[src/rtl/ps2_rx.sv]
// rtl/ps2_rx.sv - PS/2 device-to-host frame receiver
// Synchronises and deglitches the pad clock, deserialises 11-bit frames, keeps the last two good bytes.
module ps2_rx #(
  parameter int FILTER_LEN     = 8,
  parameter int TIMEOUT_CYCLES = 50000
) (
  input  logic        clk,
  input  logic        rst,
  input  logic        ps2_clk,
  input  logic        ps2_data,
  output logic [15:0] code,
  output logic        status,
  output logic        err
);

  localparam int FW = $clog2(FILTER_LEN + 1);
  localparam int TW = $clog2(TIMEOUT_CYCLES + 1);

  typedef enum logic [1:0] {IDLE, DATA, PARITY, STOP} state_t;

  state_t        state, state_next;
  logic [1:0]    clk_sync, data_sync;
  logic          filt, prev_filt, fall, data_bit;
  logic [FW-1:0] flt_cnt;
  logic [TW-1:0] to_cnt;
  logic [7:0]    shift;
  logic [2:0]    bit_cnt;
  logic          par_bit;
  logic          timeout, frame_good, frame_bad;

  assign fall     = prev_filt & ~filt;
  assign data_bit = data_sync[1];

  // Everything on the clock path resets high so leaving reset never looks like a falling edge.
  always_ff @(posedge clk or posedge rst) begin
    if (rst) begin
      clk_sync  <= 2'b11;
      data_sync <= 2'b11;
      filt      <= 1'b1;
      prev_filt <= 1'b1;
      flt_cnt   <= '0;
    end else begin
      clk_sync  <= {clk_sync[0], ps2_clk};
      data_sync <= {data_sync[0], ps2_data};
      prev_filt <= filt;
      if (clk_sync[1] == filt) begin
        flt_cnt <= '0;
      end else if (flt_cnt == FW'(FILTER_LEN - 1)) begin
        filt    <= ~filt;
        flt_cnt <= '0;
      end else begin
        flt_cnt <= flt_cnt + 1'b1;
      end
    end
  end

  always_ff @(posedge clk or posedge rst) begin
    if (rst) state <= IDLE;
    else     state <= state_next;
  end

  always_comb begin
    state_next = state;
    frame_good = 1'b0;
    frame_bad  = 1'b0;
    timeout    = (state != IDLE) && !fall && (to_cnt == TW'(TIMEOUT_CYCLES - 1));
    if (timeout) begin
      state_next = IDLE;
    end else if (fall) begin
      case (state)
        IDLE:    if (!data_bit) state_next = DATA;
        DATA:    if (bit_cnt == 3'd7) state_next = PARITY;
        PARITY:  state_next = STOP;
        STOP: begin
          state_next = IDLE;
          // Odd parity: data plus parity bit must hold an odd number of ones.
          if (data_bit && (^{shift, par_bit})) frame_good = 1'b1;
          else                                 frame_bad  = 1'b1;
        end
        default: state_next = IDLE;
      endcase
    end
  end

  always_ff @(posedge clk or posedge rst) begin
    if (rst) begin
      shift   <= '0;
      bit_cnt <= '0;
      par_bit <= 1'b0;
      to_cnt  <= '0;
      code    <= '0;
      status  <= 1'b0;
      err     <= 1'b0;
    end else begin
      status <= frame_good;
      err    <= frame_bad | timeout;
      if (state == IDLE || fall || timeout) to_cnt <= '0;
      else                                  to_cnt <= to_cnt + 1'b1;
      if (fall) begin
        case (state)
          IDLE:   bit_cnt <= '0;
          DATA: begin
            shift   <= {data_bit, shift[7:1]};
            bit_cnt <= bit_cnt + 1'b1;
          end
          PARITY: par_bit <= data_bit;
          default: ;
        endcase
      end
      if (frame_good) code <= {code[7:0], shift};
    end
  end

endmodule

[config.mk]
export PLATFORM = sky130hd
export DESIGN_NAME = ps2_rx
export DESIGN_NICKNAME = d
export VERILOG_FILES = /design/src/rtl/ps2_rx.sv
export SDC_FILE = /design/constraint.sdc
export NUM_CORES = 1
export LEC_CHECK = 0
export CORE_ASPECT_RATIO = 0.5
export CORE_UTILIZATION = 45
export CTS_CLUSTER_SIZE = 28
export DETAILED_ROUTE_END_ITERATION = 12
export PLACE_DENSITY = 0.72
export SYNTH_ARGS = -nofsm -noshare
export SYNTH_HDL_FRONTEND = slang
export SYNTH_SLANG_ARGS = --single-unit
[constraint.sdc]
create_clock -name clk -period 2.75 [get_ports clk]
set_clock_uncertainty 0.2 [all_clocks]
set_input_delay 0.825 -clock clk [delete_from_list [all_inputs] [get_ports clk]]
set_output_delay 0.825 -clock clk [all_outputs]
set_load 0.005 [all_outputs]
# == Word level (Yosys, flattened, before mapping) ==
# Index checks and enable logic that the tools add are counted.
# Widths: inputs -> output; s select.
# classes
eq_ne,9
n_addsub,3
n_reduce_logical,16
bitwise,4
n_mux,17
# ops
operator,count
$add 16x1->16 const B,1
$eq 16x16->1 const B,1
$mux 16,1
$reduce_xor 9->1,1
$mux 1,8
$mux 2,4
$mux 4,2
$pmux 2 s4,1
$reduce_and 2->1,4
$ne 3x3->1 const B,2
$pmux 3 s2,1
$reduce_bool 2->1,3
$add 4x1->4 const B,1
$eq 2x2->1 const B,2
$eq 4x3->1 const B,1
$add 3x1->3 const B,1
$eq 3x3->1 const B,1
$logic_and 1x1->1,3
$reduce_and 3->1,1
$eq 2x1->1 const B,1
$logic_not 2->1,1
$logic_or 1x1->1,2
$not 1->1,2
$and 1x1->1,1
other kinds (3),3
# totals
input_bits,4
register_bits,58
out_inout_bits,18
wordCells,62

# == Longest topological paths before layout ==
# Gate-level depths: netlist of the first run.
# depth
ltp_word,7
depth_mapped,7
depth_no_buf,6

# == Least setup slack after synthesis of the first run ==
# OpenSTA, ideal clock, no wires.
# synth_path
path_kind,reg2reg
startpoint,register shift[6]
endpoint,register code[10]
setup_time_ps,125
period_less_slack_ps,2140
t_required_ps,2425
stages_incl_launch_ff,6
path_buffers,1
setup_slack_ps,610
t_arrival_ps,1815
cell_sequence,dfrtp_1 -> xor2_1 -> xnor3_2 -> mux2i_4 -> buf_8 -> mux2_2
# synth_via
elab_chain_cells,6
# synth_lines
element,line_no,text
from (decl),26,logic [7:0] shift;
from (signal assigned),103,"shift <= {data_bit, shift[7:1]};"
$reduce_xor 9->1,77,"if (data_bit && (^{shift, par_bit})) frame_good = 1'b1;"
$logic_and 1x1->1,77,
$mux 1,77,
$mux 1,70,case (state)
$mux 1,69,end else if (fall) begin
$mux 1,67,if (timeout) begin
to (signal assigned),110,"if (frame_good) code <= {code[7:0], shift};"
to (decl),11,"output logic [15:0] code,"
# Every way passes these cells.
# A chain may end at the register's enable or synchronous reset.

# == Worst setup path after layout of the first run ==
# layout_path
startpoint,register code[7]
endpoint,output code[7]
# No word-level cell between the ends.

==> results.sh, run 1 <==
export IMPL_power_sequential_fraction_pct=41.0
export IMPL_status="finished clean"
export IMPL_muxShareOfSynthArea_pct=12.27
export IMPL_postSynthCellCount=203
export IMPL_timing_final_crit_share_pct=81.27
export IMPL_clkPwrFrac_pct=38.1
export IMPL_die_h_microns=55.44
export IMPL_asyncSetResetFlopFracSynth_pct=100.0
export IMPL_worst_path_buf_inv=1
export IMPL_grt_antenna_before_repair=0
export IMPL_syn_mean_instance_area_sq_um=12.66
export IMPL_tritoncts_clock_tree="built"
export IMPL_timing_max_transition_violations_final=0
export IMPL_yosys_warnings=0
export IMPL_synth_area_sq_um=2570
export IMPL_final_net_count=247
export IMPL_post_cts_resized_instances=0
export IMPL_remaining_routing_drc_violations=0
export IMPL_powerDensity_nw_per_um2=848.5
export IMPL_power_report_internal_total_mw=1.931
export IMPL_post_synth_net_total=216
export IMPL_synthAdderAreaFrac_pct=4.382
export IMPL_antenna_left=0
export IMPL_synth_cell_type_count=34
export IMPL_critical_path_slowest_cell="sky130_fd_sc_hd__clkdlybuf4s50_1"
export IMPL_worst_slew_pin_slew_ns=0.4965
export IMPL_synth_area_in_compound_gates_pct=5.842
export IMPL_totalNegativeSetupSlack_ns=0
export IMPL_cp_start_kind="flop"
export IMPL_synth_simple_area_share_pct=12.56
export IMPL_cts_repair_timing_setup_buffer_count=0
export IMPL_clock_tree_root_cell="sky130_fd_sc_hd__clkbuf_16"
export IMPL_timing_hold_violations_final=0
export IMPL_first_global_vias=1698
export IMPL_number_of_buffers_inserted_by_hold_repair_at_cts=0
export IMPL_p_leak_nw=1.474
export IMPL_finalWirelength_mm=4.577
export IMPL_maxSlewHeadroom_pct=66.82
export IMPL_cpLargestDelayFamily="buffers and inverters"
export IMPL_syn_to_final_growth_pct=23.13
export IMPL_timing_max_cap_violations=0
export IMPL_power_switching_share_pct=28.07
export IMPL_path_class="reg -> out"
export IMPL_wire_per_inst_microns=14.67
export IMPL_share_comb_of_total_power_pct=20.9
export IMPL_synth_edff_count=0
export IMPL_die_x_extent_microns=108.9
export IMPL_worst_endpoint_required_ns=1.73
export IMPL_grt_overflow_total=0
export IMPL_critPathArrivalTime_ns=1.21
export IMPL_cts_buffers=9
export IMPL_crit_fanout=3
export IMPL_clock_insertion_delay_worst_skew_ns=0.32
export IMPL_dpl_cell_count=296
export IMPL_hold_path_class="reg -> reg"
export IMPL_cts_htree_levels=3
export IMPL_die_area_sq_um=6035
export IMPL_port_buffer_cells=21
export IMPL_min_period_ns=2.235
export IMPL_type_of_destination_of_the_critical_path="output pin"
export IMPL_diodes_inserted=0
export IMPL_grt_max_degree=59
export IMPL_synth_xor_area_share_pct=6.280
export IMPL_rsz0062_at_grt="no"
export IMPL_clock_sink_count=58
export IMPL_path_cells="clkdlybuf4s50_1"
export IMPL_setup_failing_eps_final=0
export IMPL_drt_pre_antenna_iters=4
export IMPL_power_ir_vdd_worst_mv=0.4931
export IMPL_clk_transition_reported_paths_ns=0.05
export IMPL_gp_congestion=0.7417
export IMPL_post_route_cells_drive_above_1_share_pct=21.76
export IMPL_finish_cell_count_without_fillers=312
export IMPL_maxClockFrequency_ghz=0.4475
export IMPL_synth_top_family_by_area="simple AND/OR/NAND/NOR gates"
export IMPL_total_switching_power_uw=753.8
export IMPL_ys_dominant_reg_cell="sky130_fd_sc_hd__dfrtp_1"
export IMPL_coreArea_sq_um=5492
export IMPL_ys_seq_elements=58
export IMPL_cts_root_to_sink_buffers=2
export IMPL_part_of_the_yosys_area_used_for_sequential_elements_pct=56.77
export IMPL_timing_critical_path_slowest_cell_delay_ns=0.51
export IMPL_grt_pass1_wl_mm=7.645
export IMPL_i_o_pins=22
export IMPL_placement_rows=19
export IMPL_drt_vias_per_instance=5.404
export IMPL_grt_use_total_pct=17.12
export IMPL_mostFrequentLayoutCells="52 x sky130_fd_sc_hd__dfrtp_1, 26 x sky130_fd_sc_hd__mux2_2, 21 x sky130_fd_sc_hd__clkdlybuf4s50_1"
export IMPL_drt_iter0_drc=150
export IMPL_vias=1686
export IMPL_start_util_pct=46.80
export IMPL_hpwlAfterDp_mm=2.866
export IMPL_final_common_cell="sky130_fd_sc_hd__dfrtp_1"
## Yosys cell counts (all sizes together), types with 4 or more instances
library cell	n	area, sq um
ha	9	112.6
nand2	12	45.04
and3	4	25.02
a21oi	8	40.04
inv	6	22.52
dfstp	6	157.7
xor2	4	35.03
dfrtp	52	1301
nor2	12	45.04
xnor2	9	78.83
nand4	4	25.02
mux2	26	292.8
or3	6	37.54
nand3	5	25.02
o21ai	8	40.04
nor3	4	20.02
## final timing paths
kind                            cells after the start                    from  slack [ns]                      to
worst max-delay path                                1     code[7]$_DFFE_PP0P_        0.52                 code[7]
worst min-delay path                                0  data_sync[0]$_DFF_PP1_        0.16  data_sync[1]$_DFF_PP1_
worst max register to register                      5    shift[6]$_DFFE_PP0P_        0.56     code[5]$_DFFE_PP0P_
worst min register to register                      0  data_sync[0]$_DFF_PP1_        0.16  data_sync[1]$_DFF_PP1_
max in group asynchronous                           3                     rst        1.35   clk_sync[0]$_DFF_PP1_
min in group asynchronous                           3                     rst        0.71     to_cnt[3]$_DFF_PP0_
## power groups by stage
stage / Sequential, mW / Clock, mW / Combinational, mW
finish: 1.10 / 1.02 / 0.562
floorplan: 1.08 / 0 / 0.444
CTS: 1.10 / 1.05 / 0.565
global route: 1.12 / 1.08 / 0.631
detailed placement: 1.11 / 0 / 0.556
global placement: 1.10 / 0 / 0.530
## state kept, by name, indices dropped and copies added, names as in the netlist
register and flops:
code 16, to_cnt 16, shift 8, flt_cnt 4
bit_cnt 3, clk_sync 2, data_sync 2, state 2
err 1, filt 1, par_bit 1, prev_filt 1
status 1
## metal layers
metal  GRT usage [%]  vias up  part of all wire (%)
met5               0        -                     0
met4           9.459        0                   2.3
met3           6.021       10                   3.5
met2           27.94       33                    50
met1           19.64      854                    44
li1                -      789                     -
## per-stage QoR
stage / power (mW) / cell area, sq um / utilization, % / worst slack (ns) / hold WS (ns)
final: 2.685 / 3164 / 57.62 / 0.5151 / 0.1577
after global routing: 2.830 / 3164 / 57.62 / 0.4271 / 0.1625
after CTS: 2.711 / 3164 / 57.62 / 0.4985 / 0.1574
after detailed placement: 1.662 / 2880 / 52.45 / 0.5581 / 0.1468
after global placement: 1.630 / 2880 / 52.45 / 0.6068 / 0.1475
after floorplan: 1.522 / 2570 / - / 0.3069 / 0.1452
## final cells by class
class                           instances  area (sq um)
Clock buffer                           14         274.0
Sequential cell                        58          1459
Fill cell                             442          2327
Timing Repair Buffer                   24         245.2
Clock inverter                          2         10.01
Inverter                                6         22.52
Multi-Input combinational cell        135          1062
Tap cell                               73         91.34
## kinds of logic after synthesis
| logic type | Yosys count |
|---|---|
| buffers and inverters | 10 |
| DFF | 58 |
| and+or+nand+nor | 60 |
| adders and majority gates | 9 |
| xor gates and xnor gates | 15 |
| AOI/OAI and AO/OA | 24 |
| muxes | 27 |
(Power assumes the default switching activity.)
==> run 2: changes to the inputs <==
==> constraint.sdc (replaced) <==
create_clock -name clk -period 2.3 [get_ports clk]
set_clock_uncertainty 0.2 [all_clocks]
set_input_delay 0.69 -clock clk [delete_from_list [all_inputs] [get_ports clk]]
set_output_delay 0.69 -clock clk [all_outputs]
set_load 0.005 [all_outputs]
==> results.sh, run 2 (synthesis results as in run 1) <==
export IMPL_status="finished clean"
export IMPL_drt_pre_antenna_iters=4
export IMPL_grt_antenna_before_repair=0
export IMPL_grt_max_degree=59
export IMPL_post_route_cells_drive_above_1_share_pct=22.59
export IMPL_timing_hold_ws_ns=0.1595
export IMPL_syn_to_final_growth_pct=25.90
export IMPL_timing_max_cap_violations=0
export IMPL_detailed_place_area_sq_um=2897
export IMPL_worst_r2r_startpoint="shift[6]$_DFFE_PP0P_"
export IMPL_start_util_pct=46.80
export IMPL_mostFrequentLayoutCells="52 x sky130_fd_sc_hd__dfrtp_1, 26 x sky130_fd_sc_hd__mux2_2, 21 x sky130_fd_sc_hd__clkdlybuf4s50_1"
export IMPL_worst_slew_pin_slew_ns=0.4521
export IMPL_maxClockFrequency_ghz=0.4748
export IMPL_p_leak_nw=1.499
export IMPL_maxSlewHeadroom_pct=69.79
export IMPL_cts_root_to_sink_buffers=2
export IMPL_remaining_routing_drc_violations=0
export IMPL_diodes_inserted=0
export IMPL_min_period_ns=2.106
export IMPL_final_common_cell="sky130_fd_sc_hd__dfrtp_1"
export IMPL_total_power_mw=3.450
export IMPL_powerDensity_nw_per_um2=1066
export IMPL_largestRegisters="code: 16 flops, to_cnt: 16 flops, shift: 8 flops"
export IMPL_post_cts_resized_instances=0
export IMPL_rsz0062_at_grt="no"
export IMPL_clk_transition_reported_paths_ns=0.05
export IMPL_min_delay_start="clk_sync[0]$_DFF_PP1_"
export IMPL_critPathArrivalTime_ns=2.10
export IMPL_timing_final_crit_share_pct=91.57
export IMPL_hold_path_end="clk_sync[1]$_DFF_PP1_"
export IMPL_tritoncts_clock_tree="built"
export IMPL_final_fill_count=445
export IMPL_drt_vias_per_instance=5.276
export IMPL_path_class="reg -> reg"
export IMPL_clock_sink_count=58
export IMPL_i_o_pins=22
export IMPL_crit_fanout=17
export IMPL_coreArea_sq_um=5492
export IMPL_vias=1646
export IMPL_number_of_buffers_inserted_by_hold_repair_at_cts=0
export IMPL_grt_use_total_pct=16.62
export IMPL_cts_buffers=9
export IMPL_type_of_destination_of_the_critical_path="flop"
export IMPL_power_ir_vdd_worst_mv=0.5616
export IMPL_hold_depth=0
export IMPL_reg2reg_setup_slack_ns=0.19
export IMPL_first_global_vias=1671
export IMPL_totalNegativeSetupSlack_ns=0
export IMPL_reg2reg_to="code[7]$_DFFE_PP0P_"
export IMPL_final_area_sq_um=3236
export IMPL_hpwlAfterDp_mm=2.805
export IMPL_drt_iter0_drc=88
export IMPL_antenna_left=0
export IMPL_setup_failing_eps_final=0
export IMPL_die_area_sq_um=6035
export IMPL_grt_pass1_wl_mm=7.521
export IMPL_timing_max_transition_violations_final=0
export IMPL_die_x_extent_microns=108.9
export IMPL_cts_repair_timing_setup_buffer_count=0
export IMPL_clock_insertion_delay_worst_skew_ns=0.32
export IMPL_final_net_count=247
export IMPL_cts_htree_levels=3
export IMPL_wire_per_inst_microns=13.79
export IMPL_hold_path_class="reg -> reg"
export IMPL_placement_rows=19
export IMPL_clock_tree_root_cell="sky130_fd_sc_hd__clkbuf_16"
export IMPL_port_buffer_cells=21
export IMPL_grt_overflow_total=0
export IMPL_die_h_microns=55.44
export IMPL_timing_hold_violations_final=0
export IMPL_rr_worst_depth=5
export IMPL_finalWirelength_mm=4.304
export IMPL_gp_congestion=0.7731
export IMPL_cp_start_kind="flop"
export IMPL_worst_endpoint_required_ns=2.30
==> run 2: cell count changes in the layout (fill, tap and decap cells not counted), sizes merged <==
cell,change
bufinv,+2
clkbuf,-2
clkinv,-1
clkinvlp,+2
inv,-1
==> run 2: worst max path at each step <==
stage / from / to / slack (ns) / cells after the start
after detailed placement: shift[6]$_DFFE_PP0P_ / code[3]$_DFFE_PP0P_ / 0.20 / 5
after global placement: shift[6]$_DFFE_PP0P_ / code[2]$_DFFE_PP0P_ / 0.23 / 5
final: shift[6]$_DFFE_PP0P_ / code[7]$_DFFE_PP0P_ / 0.19 / 5
after global routing: to_cnt[0]$_DFF_PP0_ / state[0]$_DFFE_PP0P_ / 0.09 / 5
after CTS: code[7]$_DFFE_PP0P_ / code[7] / 0.18 / 1
after floorplan: shift[6]$_DFFE_PP0P_ / code[10]$_DFFE_PP0P_ / 0.16 / 5
==> run 2: report_power, final <==
group          internal (mW)  total [mW]  leakage, nW  switching [mW]
sequential              1.18        1.31        0.772           0.132
clock                   1.03        1.46        0.165           0.430
combinational          0.320       0.674        0.562           0.353
total                   2.54        3.45         1.50           0.915
==> run 2: final cells by class <==
| cell class | count | area, sq um | share of cell area, % |
|---|---|---|---|
| multi-input combinational | 135 | 1062 | 32.83 |
| inverter | 6 | 26.28 | 0.8121 |
| tap | 73 | 91.34 | 2.823 |
| sequential | 58 | 1459 | 45.09 |
| timing repair buffer | 24 | 257.7 | 7.966 |
| clock buffer | 12 | 266.5 | 8.237 |
| clock inverter | 4 | 72.57 | 2.243 |
==> run 2: worst max-delay path, cell delays in order, from the launching register on <==
cell and delay (ns):
sky130_fd_sc_hd__dfrtp_1 0.40, sky130_fd_sc_hd__xor2_1 0.17, sky130_fd_sc_hd__xnor3_2 0.44, sky130_fd_sc_hd__mux2i_4 0.26, sky130_fd_sc_hd__buf_12 0.18, sky130_fd_sc_hd__mux2_2 0.35
==> run 2: layer usage <==
metal	wire [microns]	track usage, %
met5	0	0
met4	34	6.371
met3	181	6.494
met2	2087	26.50
met1	2000	20.30
==> run 2: through the flow <==
| step | util [%] | instances | worst slack (ns) |
|---|---|---|---|
| 6_report | 58.92 | 312 | 0.1938 |
| 5_1_grt | 58.92 | 312 | 0.08778 |
| 4_1_cts | 58.92 | 312 | 0.1771 |
| 3_5_place_dp | 52.75 | 296 | 0.1955 |
| 3_3_place_gp | 52.75 | 296 | 0.2270 |
| 2_1_floorplan | - | 203 | 0.1599 |
==> run 3: changes to the inputs <==
--- a/config.mk
+++ b/config.mk
@@ -7,6 +7,7 @@
 export LEC_CHECK = 0
 export CORE_ASPECT_RATIO = 0.5
 export CORE_UTILIZATION = 45
+export CTS_BUF_LIST = sky130_fd_sc_hd__clkbuf_4 sky130_fd_sc_hd__clkbuf_8
 export CTS_CLUSTER_SIZE = 28
 export DETAILED_ROUTE_END_ITERATION = 12
 export PLACE_DENSITY = 0.72
==> results.sh, run 3 (synthesis results as in run 1) <==
export IMPL_syn_to_final_growth_pct=21.96
export IMPL_cts_root_to_sink_buffers=2
export IMPL_vias=1633
export IMPL_clock_tree_root_cell="sky130_fd_sc_hd__clkbuf_8"
export IMPL_grt_max_degree=59
export IMPL_min_period_ns=2.106
export IMPL_cts_buffers=9
export IMPL_final_net_count=247
export IMPL_timing_hold_ws_ns=0.1563
export IMPL_maxClockFrequency_ghz=0.4749
export IMPL_placement_rows=19
export IMPL_grt_use_total_pct=16.29
export IMPL_crit_fanout=17
export IMPL_first_global_vias=1689
export IMPL_remaining_routing_drc_violations=0
export IMPL_largestRegisters="code: 16 flops, to_cnt: 16 flops, shift: 8 flops"
export IMPL_hold_path_class="reg -> reg"
export IMPL_mostFrequentLayoutCells="52 x sky130_fd_sc_hd__dfrtp_1, 26 x sky130_fd_sc_hd__mux2_2, 21 x sky130_fd_sc_hd__clkdlybuf4s50_1"
export IMPL_tritoncts_clock_tree="built"
export IMPL_clkPwrFrac_pct=35.5
export IMPL_post_route_cells_drive_above_1_share_pct=22.59
export IMPL_globalRouteMet3Util_pct=8.028
export IMPL_worst_endpoint_required_ns=2.31
export IMPL_wire_per_inst_microns=13.49
export IMPL_setup_failing_eps_final=0
export IMPL_rsz0062_at_grt="no"
export IMPL_met1_usage_pct=19.86
export IMPL_path_cells="xor2_1 > xnor3_2 > mux2i_4 > buf_12 > mux2_2"
export IMPL_final_common_cell="sky130_fd_sc_hd__dfrtp_1"
export IMPL_coreArea_sq_um=5492
export IMPL_i_o_pins=22
export IMPL_grt_pass1_wl_mm=7.417
export IMPL_dpl_cell_count=296
export IMPL_timing_critical_path_slowest_cell_delay_ns=0.44
export IMPL_grt_overflow_total=0
export IMPL_share_comb_of_total_power_pct=21.8
export IMPL_hpwlAfterDp_mm=2.805
export IMPL_path_class="reg -> reg"
export IMPL_start_util_pct=46.80
export IMPL_final_fill_count=452
export IMPL_clk_transition_reported_paths_ns=0.06
export IMPL_die_area_sq_um=6035
export IMPL_port_buffer_cells=21
export IMPL_drt_pre_antenna_iters=4
export IMPL_drt_iter0_drc=85
export IMPL_cts_htree_levels=3
export IMPL_timing_max_transition_violations_final=0
export IMPL_cp_start_kind="flop"
export IMPL_totalNegativeSetupSlack_ns=0
export IMPL_cts_repair_timing_setup_buffer_count=0
export IMPL_status="finished clean"
export IMPL_antenna_left=0
export IMPL_clock_insertion_delay_worst_skew_ns=0.33
export IMPL_cpLargestDelayFamily="XOR/XNOR gates"
export IMPL_post_cts_resized_instances=0
export IMPL_power_report_internal_total_mw=2.195
export IMPL_maxSlewHeadroom_pct=69.40
export IMPL_diodes_inserted=0
export IMPL_finalWirelength_mm=4.208
export IMPL_die_x_extent_microns=108.9
export IMPL_powerDensity_nw_per_um2=975.3
export IMPL_timing_max_cap_violations=0
export IMPL_p_leak_nw=1.453
export IMPL_worst_slew_pin_slew_ns=0.4579
export IMPL_grt_antenna_before_repair=0
export IMPL_type_of_destination_of_the_critical_path="flop"
export IMPL_number_of_buffers_inserted_by_hold_repair_at_cts=0
export IMPL_highest_utilization_routing_layer_at_the_global_route_stage="met2"
export IMPL_met2_usage_pct=25.97
export IMPL_total_power_mw=3.057
export IMPL_power_ir_vdd_worst_mv=0.5331
export IMPL_critPathArrivalTime_ns=2.12
export IMPL_power_sequential_fraction_pct=42.7
export IMPL_clock_sink_count=58
export IMPL_timing_hold_violations_final=0
export IMPL_timing_final_crit_share_pct=91.55
export IMPL_place_worst_setup_slack_ns=0.1955
export IMPL_drt_vias_per_instance=5.234
export IMPL_worst_path_buf_inv=1
export IMPL_total_switching_power_uw=862.2
export IMPL_critical_path_slowest_cell="sky130_fd_sc_hd__xnor3_2"
export IMPL_finish_cell_count_without_fillers=312
export IMPL_die_h_microns=55.44
export IMPL_power_switching_share_pct=28.20
export IMPL_gp_congestion=0.7731
export IMPL_timing_final_ws_setup_ns=0.1943
[run 3: cell types whose count changed in the layout (fill, tap and decap cells not counted)]
cell,delta
sky130_fd_sc_hd__clkbuf_16,-9
sky130_fd_sc_hd__clkbuf_8,+9
[run 3: power by group through the flow]
stage / sequential, mW / clock (mW) / combinational (mW)
global route: 1.32 / 1.16 / 0.756
finish: 1.30 / 1.09 / 0.666
global placement: 1.31 / 0 / 0.638
CTS: 1.31 / 1.11 / 0.671
floorplan: 1.29 / 0 / 0.531
detailed placement: 1.32 / 0 / 0.669
[run 3: per-layer routing]
| layer | part of all wire, % | vias up |
|---|---|---|
| met4 | 0.74 | 0 |
| met2 | 46 | 30 |
| met5 | 0 | - |
| met1 | 49 | 807 |
| li1 | - | 792 |
| met3 | 3.9 | 4 |
[run 3: final timing paths]
| path | start | endpoint | slack, ns | cells past startpoint |
|---|---|---|---|---|
| max | shift[6]$_DFFE_PP0P_ | code[13]$_DFFE_PP0P_ | 0.19 | 5 |
| min | clk_sync[0]$_DFF_PP1_ | clk_sync[1]$_DFF_PP1_ | 0.16 | 0 |
| max reg2reg | shift[6]$_DFFE_PP0P_ | code[13]$_DFFE_PP0P_ | 0.19 | 5 |
| min reg2reg | clk_sync[0]$_DFF_PP1_ | clk_sync[1]$_DFF_PP1_ | 0.16 | 0 |
| max in group asynchronous | rst | data_sync[1]$_DFF_PP1_ | 1.03 | 3 |
| min in group asynchronous | rst | flt_cnt[1]$_DFF_PP0_ | 0.59 | 3 |
[run 3: worst register-to-register path, cell delays in order (launching register included)]
cell                      delay, ns
sky130_fd_sc_hd__dfrtp_1       0.40
sky130_fd_sc_hd__xor2_1        0.17
sky130_fd_sc_hd__xnor3_2       0.44
sky130_fd_sc_hd__mux2i_4       0.26
sky130_fd_sc_hd__buf_12        0.18
sky130_fd_sc_hd__mux2_2        0.35
[run 3: through the flow]
stage	area (sq um)	util, %
2_1_floorplan	2574	-
3_3_place_gp	2897	52.75
3_5_place_dp	2897	52.75
4_1_cts	3134	57.07
5_1_grt	3134	57.07
6_report	3134	57.07
[run 3: cell type report]
type	instances	area (sq um)	area share [%]
tap	73	91.34	2.914
clock buffer	12	165.2	5.269
timing repair buffer	24	257.7	8.224
sequential	58	1459	46.55
inverter	6	26.28	0.8383
multi-input combinational	135	1062	33.89
clock inverter	4	72.57	2.315
